--- src/rtl/uart_pkg.sv ---
// Shared UART definitions: framing constants, baud divider helper and FSM encodings.
package uart_pkg;

  localparam logic [7:0]  TERM_BYTE = 8'hF0;
  localparam int unsigned MAX_BYTES = 50;

  // Frame-level receive state
  typedef enum logic [1:0] {
    StIdle,
    StCollect,
    StHunt
  } frame_state_e;

  // Byte deserialiser state
  typedef enum logic [1:0] {
    RxIdle,
    RxStart,
    RxData,
    RxStop
  } rx_state_e;

  // Clocks per bit, rounded to nearest
  function automatic int unsigned baud_div(input int unsigned clk_hz, input int unsigned baud);
    return (clk_hz + baud / 2) / baud;
  endfunction

endpackage

--- src/rtl/urx.sv ---
// 8N1 byte receiver: 2-FF synchroniser, start-bit qualification and centre sampling.
module urx #(
  parameter int unsigned DIV = 434
) (
  input  logic       clk_50,
  input  logic       rst,
  input  logic       rx,
  output logic [7:0] byte_out,
  output logic       byte_done,
  output logic       frame_err,
  output logic       active
);
  import uart_pkg::*;

  localparam int unsigned HALF = DIV / 2;
  localparam int unsigned CW   = (DIV > 2) ? $clog2(DIV) : 1;

  logic            rx_meta_q, rx_sync_q, rx_prev_q;
  rx_state_e       state_q, state_d;
  logic [CW-1:0]   cnt_q, cnt_d;
  logic [2:0]      bit_q, bit_d;
  logic [7:0]      shreg_q, shreg_d;
  logic            done_q, done_d;
  logic            ferr_q, ferr_d;
  logic            fall;

  // Synchroniser and edge history; reset low so a line already low after reset
  // cannot look like a falling edge until it has been seen high.
  always_ff @(posedge clk_50) begin
    if (rst) begin
      rx_meta_q <= 1'b0;
      rx_sync_q <= 1'b0;
      rx_prev_q <= 1'b0;
    end else begin
      rx_meta_q <= rx;
      rx_sync_q <= rx_meta_q;
      rx_prev_q <= rx_sync_q;
    end
  end

  assign fall = rx_prev_q & ~rx_sync_q;

  // Bit-timing and deserialiser state
  always_ff @(posedge clk_50) begin
    if (rst) begin
      state_q <= RxIdle;
      cnt_q   <= '0;
      bit_q   <= '0;
      shreg_q <= '0;
      done_q  <= 1'b0;
      ferr_q  <= 1'b0;
    end else begin
      state_q <= state_d;
      cnt_q   <= cnt_d;
      bit_q   <= bit_d;
      shreg_q <= shreg_d;
      done_q  <= done_d;
      ferr_q  <= ferr_d;
    end
  end

  // Next-state: qualify start at half bit, then sample at each bit centre
  always_comb begin
    state_d = state_q;
    cnt_d   = cnt_q + 1'b1;
    bit_d   = bit_q;
    shreg_d = shreg_q;
    done_d  = 1'b0;
    ferr_d  = 1'b0;
    unique case (state_q)
      RxIdle: begin
        cnt_d = '0;
        if (fall) begin
          state_d = RxStart;
        end
      end
      RxStart: begin
        if (cnt_q == CW'(HALF - 1)) begin
          cnt_d   = '0;
          bit_d   = '0;
          state_d = rx_sync_q ? RxIdle : RxData;
        end
      end
      RxData: begin
        if (cnt_q == CW'(DIV - 1)) begin
          cnt_d   = '0;
          shreg_d = {rx_sync_q, shreg_q[7:1]};
          bit_d   = bit_q + 3'd1;
          if (bit_q == 3'd7) begin
            state_d = RxStop;
          end
        end
      end
      RxStop: begin
        if (cnt_q == CW'(DIV - 1)) begin
          cnt_d   = '0;
          state_d = RxIdle;
          done_d  = rx_sync_q;
          ferr_d  = ~rx_sync_q;
        end
      end
      default: state_d = RxIdle;
    endcase
  end

  assign byte_out  = shreg_q;
  assign byte_done = done_q;
  assign frame_err = ferr_q;
  assign active    = (state_q != RxIdle);

endmodule

--- src/rtl/ctrl_uart_rx.sv ---
// Frame receiver: collects bytes into a shadow buffer until TERM, then publishes
// the payload (first byte in the top octet) with a one-cycle valid strobe.
module ctrl_uart_rx #(
  parameter int unsigned CLK_HZ       = 50_000_000,
  parameter int unsigned BAUD         = 115200,
  parameter int unsigned MAX_BYTES    = uart_pkg::MAX_BYTES,
  parameter logic [7:0]  TERM         = uart_pkg::TERM_BYTE,
  parameter int unsigned TIMEOUT_BITS = 40
) (
  input  logic                   clk_50,
  input  logic                   rst,
  input  logic                   rx,
  output logic [8*MAX_BYTES-1:0] data,
  output logic [5:0]             num,
  output logic                   valid,
  output logic                   busy,
  output logic                   err
);
  import uart_pkg::*;

  localparam int unsigned W            = 8 * MAX_BYTES;
  localparam int unsigned DIV          = uart_pkg::baud_div(CLK_HZ, BAUD);
  localparam int unsigned TIMEOUT_CLKS = TIMEOUT_BITS * DIV;

  logic [7:0]   byte_out;
  logic         byte_done, frame_err, rx_active;

  frame_state_e state_q, state_d;
  logic [5:0]   count_q, count_d;
  logic [31:0]  gap_q, gap_d;
  logic [W-1:0] shadow_q, shadow_d;
  logic [W-1:0] data_q, data_d;
  logic [5:0]   num_q, num_d;
  logic         valid_q, valid_d;
  logic         err_q, err_d;

  urx #(
    .DIV(DIV)
  ) u_urx (
    .clk_50   (clk_50),
    .rst      (rst),
    .rx       (rx),
    .byte_out (byte_out),
    .byte_done(byte_done),
    .frame_err(frame_err),
    .active   (rx_active)
  );

  // Frame state, buffers and registered outputs
  always_ff @(posedge clk_50) begin
    if (rst) begin
      state_q  <= StIdle;
      count_q  <= '0;
      gap_q    <= '0;
      shadow_q <= '0;
      data_q   <= '0;
      num_q    <= '0;
      valid_q  <= 1'b0;
      err_q    <= 1'b0;
    end else begin
      state_q  <= state_d;
      count_q  <= count_d;
      gap_q    <= gap_d;
      shadow_q <= shadow_d;
      data_q   <= data_d;
      num_q    <= num_d;
      valid_q  <= valid_d;
      err_q    <= err_d;
    end
  end

  // Next-state: byte accumulation, termination and error detection
  always_comb begin
    state_d  = state_q;
    count_d  = count_q;
    gap_d    = (state_q == StCollect) ? gap_q + 32'd1 : 32'd0;
    shadow_d = shadow_q;
    data_d   = data_q;
    num_d    = num_q;
    valid_d  = 1'b0;
    err_d    = 1'b0;
    if (byte_done) begin
      gap_d = '0;
    end
    unique case (state_q)
      StIdle: begin
        if (byte_done) begin
          if (byte_out == TERM) begin
            data_d  = '0;
            num_d   = '0;
            valid_d = 1'b1;
          end else begin
            shadow_d[W-1 -: 8] = byte_out;
            count_d            = 6'd1;
            state_d            = StCollect;
          end
        end
      end
      StCollect: begin
        if (byte_done) begin
          if (byte_out == TERM) begin
            data_d   = shadow_q;
            num_d    = count_q;
            valid_d  = 1'b1;
            shadow_d = '0;
            count_d  = '0;
            state_d  = StIdle;
          end else if (count_q == 6'(MAX_BYTES)) begin
            err_d   = 1'b1;
            state_d = StHunt;
          end else begin
            shadow_d[W - 1 - 8 * int'(count_q) -: 8] = byte_out;
            count_d = count_q + 6'd1;
          end
        end else if (frame_err || gap_q == 32'(TIMEOUT_CLKS - 1)) begin
          err_d   = 1'b1;
          state_d = StHunt;
        end
      end
      StHunt: begin
        if (byte_done && byte_out == TERM) begin
          shadow_d = '0;
          count_d  = '0;
          state_d  = StIdle;
        end
      end
      default: state_d = StIdle;
    endcase
  end

  assign data  = data_q;
  assign num   = num_q;
  assign valid = valid_q;
  assign err   = err_q;
  assign busy  = (state_q != StIdle) || rx_active;

endmodule

--- config.mk ---
export PLATFORM = sky130hd
export DESIGN_NAME = ctrl_uart_rx
export DESIGN_NICKNAME = d
export VERILOG_FILES = /design/src/rtl/uart_pkg.sv /design/src/rtl/urx.sv /design/src/rtl/ctrl_uart_rx.sv
export SDC_FILE = /design/constraint.sdc
export NUM_CORES = 2
export LEC_CHECK = 0
export ABC_AREA = 1
export BUFFER_PORTS_ARGS = -buffer_cell sky130_fd_sc_hd__clkbuf_2
export CORE_ASPECT_RATIO = 1.1
export CORE_MARGIN = 3
export CORE_UTILIZATION = 35
export CTS_CLUSTER_DIAMETER = 40
export CTS_CLUSTER_SIZE = 10
export DETAILED_ROUTE_END_ITERATION = 6
export PLACE_DENSITY = 0.58
export SYNTH_ARGS = -nofsm -noshare
export SYNTH_HDL_FRONTEND = slang
export SYNTH_SLANG_ARGS = --single-unit
--- constraint.sdc ---
create_clock -name clk_50 -period 3.8 [get_ports clk_50]
set_input_delay 1.14 -clock clk_50 [delete_from_list [all_inputs] [get_ports clk_50]]
set_output_delay 1.14 -clock clk_50 [all_outputs]
set_load 0.05 [all_outputs]
* After elaboration in Yosys (flattened, before gate mapping)
Cells that the tools add are included.
Cells by class: reductions and logical operators 24, bitwise gates (word level) 7, muxes and demuxes 52, add/sub/neg operators 6, equal/unequal tests 25, shifts and indexed selects 2
Operators with widths (number):
- 400-bit 2-to-1 mux | 8
- 400-bit one-hot mux with 2 select lines | 1
- 392-bit one-hot mux with 2 select lines | 1
- 8-bit by 34-bit variable shift with 407-bit output, first input constant | 1
- 8-bit by 34-bit variable part select with 407-bit output | 1
- 400-bit bitwise mux | 1
- 6-bit 2-to-1 mux | 10
- 32-bit negation with 34-bit output | 1
- 32-bit by 1-bit adder with 32-bit output, second input constant | 1
- 32-bit by 15-bit == test with 1-bit output, second input constant | 1
- 9-bit one-hot mux with 3 select lines | 1
- 2-bit 2-to-1 mux | 13
- 8-bit one-hot mux with 3 select lines | 1
- 9-bit 2-to-1 mux | 2
- 6-bit one-hot mux with 3 select lines | 1
- 8-bit 2-to-1 mux | 2
- 2-bit by 1-bit != test with 1-bit output, second input constant | 8
- 5-bit AND reduction | 3
- 6-bit one-hot mux with 2 select lines | 1
- 2-bit nonzero test | 5
- 9-bit by 9-bit subtractor with 10-bit output, first input constant | 1
- 9-bit by 1-bit adder with 9-bit output, second input constant | 1
- 9-bit by 8-bit == test with 1-bit output, second input constant | 1
- 9-bit == test, second input constant | 1
- 28 further kinds | 49
Word-level totals: bits of input ports 3, register bits after elaboration 875

* Depth between registers and ports, before layout
depth after elaboration 8, mapped depth 15

* Cells and area by module
A second synthesis with hierarchy kept.
Second synthesis, totals: cell total of the unflattened synthesis 4568, area, all modules 33927.5 µm²
By module, submodules not included:
- ctrl_uart_rx | seq. area each 16976.3 µm², area each 32723.9 µm², times used 1, cells each 4421
- urx | seq. area each 540.5 µm², area each 1203.7 µm², times used 1, cells each 147

* Worst setup path before layout
Ideal clock, no wire load.
path type input port to flip-flop, from in rst, to reg shadow_q[184], setup slack 1.524 ns, data required time 3.668 ns, library setup time 0.132 ns, arrival time 2.144 ns, stages on the path 5, path buffers 4, path through clkbuf_1 clkbuf_1 clkbuf_1 clkbuf_1 a21oi_1
RTL lines:
- from (decl) | line ctrl_uart_rx.sv:11 | input logic rst,
- to (signal assigned) | line ctrl_uart_rx.sv:64 | shadow_q <= shadow_d;
- to (decl) | line ctrl_uart_rx.sv:31 | logic [W-1:0] shadow_q, shadow_d;
No word-level cell between the ends.

* Final worst setup path
from reg count_q[1], to reg shadow_q[19]
Between the ends: longest elaborated chain between the ends 8
RTL lines:
- from (decl) | line ctrl_uart_rx.sv:29 | logic [5:0] count_q, count_d;
- from (signal assigned) | line ctrl_uart_rx.sv:62 | count_q <= count_d;
- 9-bit by 9-bit subtractor with 10-bit output | line ctrl_uart_rx.sv:112 | shadow_d[W - 1 - 8 * int'(count_q) -: 8] = byte_out;
- 32-bit negation with 34-bit output | line ctrl_uart_rx.sv:112
- 8-bit by 34-bit variable part select with 407-bit output / 8-bit by 34-bit variable shift with 407-bit output (equally long branches) | line ctrl_uart_rx.sv:112
- 400-bit bitwise mux | line ctrl_uart_rx.sv:112
- 400-bit 2-to-1 mux | line ctrl_uart_rx.sv:108 | end else if (count_q == 6'(MAX_BYTES)) begin
- 400-bit 2-to-1 mux | line ctrl_uart_rx.sv:101 | if (byte_out == TERM) begin
- 400-bit 2-to-1 mux | line ctrl_uart_rx.sv:100 | if (byte_done) begin
- 392-bit one-hot mux with 2 select lines | line ctrl_uart_rx.sv:85 | unique case (state_q)
Several ways; a longest one is shown, not always the timed one. The select of a mux whose other input is x is not followed. A chain may end at the register's enable or synchronous reset.

==> flow_summary.ini <==
[layout]
n_fill_cell = 9275
n_antenna_cell = 0
fin_nets = 4655
drive_above_1_share = 0.1581
final_cells = 5911
areaGrowthSynthToFinish_pct = 24.03

[logic_synthesis]
synth_area_mm2 = 0.03241
synth_top_area_share = 0.5405
yosys_warnings = 0
syn_area_per_cell_um2 = 7.549
yosysUniqueCellTypes = 36
synth_top_area_cell = dfxtp_1
yosysMostFrequentCell = nand2_1
ys_seq_area_frac = 0.5405
synth-seq-cells = 875
syn_nets = 4313
syn_inst = 4293
synth_top_flop_cell = dfxtp_1
synthTopCellsByArea = dfxtp_1 54%, nand2_1 19%, a21oi_1 13%
synth_edf_count = 0
synth_commonest_cells = 1667 x nand2_1, 875 x dfxtp_1, 854 x a21oi_1, 182 x clkbuf_1, 163 x nand3_1
synthArstFlopShare = 0

[timing]
rsz0062_at_grt = false
slew_headroom = 0.2289
hold_viol = 0
setup_viol = 0
max_freq_ghz = 0.2859
tns_ns = 0
min_period_ns = 3.497
setup_ws_ns = 0.3027
fin_crit_sh = 0.9204
finClkSkew_ns = 0.02716
worst_slew_pin_slew_ns = 1.157
timing.final.max_slew_violations = 0

[die]
dieArea_mm2 = 0.09629
ios = 412
initial_core_util = 0.3544
die_h_um = 325.2
core_area_mm2 = 0.09144
fp.dieW_um = 296.1
rows = 116

[setup_path]
r2r_slack_ns = 0.30
cp_slowest_cell = nor2_1
crit_arrival_ns = 4.03
max_stage_delay_ns = 0.72
path_buf_inv = 2
worstSetupPathType = reg2reg
cp-start-kind = register
end_kind = register
critPathTopFamily = simple AND/OR/NAND/NOR gates
worst_r2r_path_depth = 10
crit_fanout = 10
r2r_start = count_q[1]$_SDFFE_PP0P_
r2r_end = shadow_q[19]$_SDFFE_PP0P_
critPathRequiredTime_ns = 4.33
crit_chain = inv_2 > ha_1 > inv_1 > nand4_1 > nor2_1 > nand2_1 > nor2_1 > o21ai_1 > nand2_1 > a21oi_1

[routing]
routed-via-count = 29690
ant_nets = 0
drc = 0
routed_via_density = 5.023
totalWireLength_mm = 108.5
drt-initial-drc-count = 2327
firstDrtPassIters = 6
avgRoutedWirePerCell_um = 18.36

[pwr]
p_total_w = 0.02314
p_leak_nw = 14.58
power_density_mw_per_mm2 = 575.8
peakVddDrop_v = 0.0004156

[clocking]
cts_root_buffer = clkbuf_16
post_cts_resized = 0
h-tree-depth = 4
clk_pin_slew_ns = 0.05
post_cts_buffers = 0
holdBufCountCts = 0
numCtsBuffers = 138
cts_tree = done
clock-sinks = 875
cts_buffer_depth = 3
clock_latency_ns = 0.71

[global_route]
antenna_found_initial = 0
grt_use_total = 0.2188
grt_max_degree = 207
grt_pass1_wl_mm = 165.3
grt_pass1_vias = 27660
overflow = 0

[run_status]
outcome = complete, no violations

[placed_design]
dp.cells = 5675
gp_congestion = 0.8452
portBuffers = 411
place_ws_ns = 0.2928
hpwl_mm = 67.82

[min_path]
worstHoldStart = u_urx.rx_meta_q$_SDFF_PP0_
min_path_type = reg2reg
worstHoldPathCells = 2
hold_path_end = u_urx.rx_sync_q$_SDFF_PP0_

[job]
cap_violations = 0
==> cell families (layout without fill, tap and decap cells) <==
kind of cell	Yosys count	in the layout	synth area share
compound gates	904	904	0.1400
xor+xnor	9	9	0.002432
fa+ha+maj	17	17	0.006563
buf+inv	391	829	0.04895
flops	875	875	0.5405
simple gates	2097	2097	0.2616
==> layer usage <==
layer | routed length, um | global-route usage | vias to the layer above
met5 | 0 | 0 | -
met4 | 3257 | 0.07746 | 0
met3 | 7171 | 0.04841 | 202
met2 | 50140 | 0.3530 | 817
met1 | 47960 | 0.2874 | 13980
li1 | - | - | 14690
==> where the power goes <==
group / total, W / switching (W) / internal (W)
clock: 0.0127 / 0.00455 / 0.00818
combinational: 0.00112 / 0.000857 / 0.000265
sequential: 0.00930 / 0.0000584 / 0.00924
total: 0.0231 / 0.00546 / 0.0177
==> how the worst max path moves through the flow <==
stage	startpoint	end	depth (start not counted)
floorplan	rst	shadow_q[184]$_SDFFE_PP0P_	5
global placement	count_q[1]$_SDFFE_PP0P_	shadow_q[18]$_SDFFE_PP0P_	11
detailed placement	count_q[1]$_SDFFE_PP0P_	shadow_q[18]$_SDFFE_PP0P_	10
CTS	count_q[1]$_SDFFE_PP0P_	shadow_q[18]$_SDFFE_PP0P_	10
global route	count_q[1]$_SDFFE_PP0P_	shadow_q[22]$_SDFFE_PP0P_	11
finish	count_q[1]$_SDFFE_PP0P_	shadow_q[19]$_SDFFE_PP0P_	10
==> worst reg2reg max path, cell delays in order, from the launching register on <==
cell,delay (ns)
dfxtp_1,0.50
inv_2,0.12
ha_1,0.37
inv_1,0.14
nand4_1,0.20
nor2_1,0.46
nand2_1,0.23
nor2_1,0.72
o21ai_1,0.40
nand2_1,0.15
a21oi_1,0.07
==> registers in the layout, indices dropped and copies added, names as in the netlist, named ones only <==
name	count
count_q	6
data	400
err	1
gap_q	32
num	6
shadow_q	400
state_q	2
u_urx.bit_q	3
u_urx.byte_done	1
u_urx.byte_out	8
u_urx.cnt_q	9
u_urx.frame_err	1
u_urx.rx_meta_q	1
u_urx.rx_prev_q	1
u_urx.rx_sync_q	1
u_urx.state_q	1
valid	1
==> layout make-up <==
cell class | count | area, um2 | share of cell area
multi-input combinational | 3027 | 13390 | 0.3332
sequential | 875 | 17520 | 0.4358
clock inverter | 56 | 813.3 | 0.02023
tap | 1180 | 1476 | 0.03673
clock buffer | 180 | 3885 | 0.09665
timing repair buffer | 470 | 2648 | 0.06586
inverter | 123 | 464.2 | 0.01155
==> stage by stage <==
step,util,cell area [um2],hold WS (ns)
after floorplan,-,32410,0.3883
after global placement,0.3882,35500,0.4033
after detailed placement,0.3882,35500,0.4093
after CTS,0.4396,40200,0.4188
after global routing,0.4396,40200,0.4283
final,0.4396,40200,0.4211
==> cell usage in the layout, fill, tap and decap left out, types with 5 or more instances in the layout <==
| cell | Yosys | layout |
|---|---|---|
| buf_4 | 5 | 48 |
| clkinv_2 | 0 | 14 |
| clkbuf_8 | 0 | 21 |
| a21oi_1 | 854 | 854 |
| nor3_1 | 31 | 27 |
| ha_1 | 17 | 17 |
| o21ai_1 | 16 | 16 |
| clkbuf_1 | 182 | 18 |
| inv_1 | 107 | 107 |
| xnor2_1 | 5 | 5 |
| nand3_1 | 163 | 163 |
| nor3b_1 | 5 | 5 |
| clkbuf_16 | 0 | 141 |
| clkbuf_2 | 0 | 410 |
| clkinv_4 | 0 | 8 |
| nand4_1 | 65 | 65 |
| bufinv_16 | 0 | 14 |
| nor2_1 | 121 | 120 |
| nand2_1 | 1667 | 1665 |
| nor2_2 | 13 | 13 |
| buf_12 | 0 | 11 |
| clkinvlp_4 | 0 | 7 |
| inv_16 | 0 | 5 |
| nand2_2 | 3 | 5 |
| o21ai_0 | 28 | 28 |
| inv_2 | 14 | 13 |
| dfxtp_1 | 875 | 875 |
| or2_2 | 6 | 6 |
| nor3_2 | 12 | 12 |
Power figures use the tool's default switching activity.
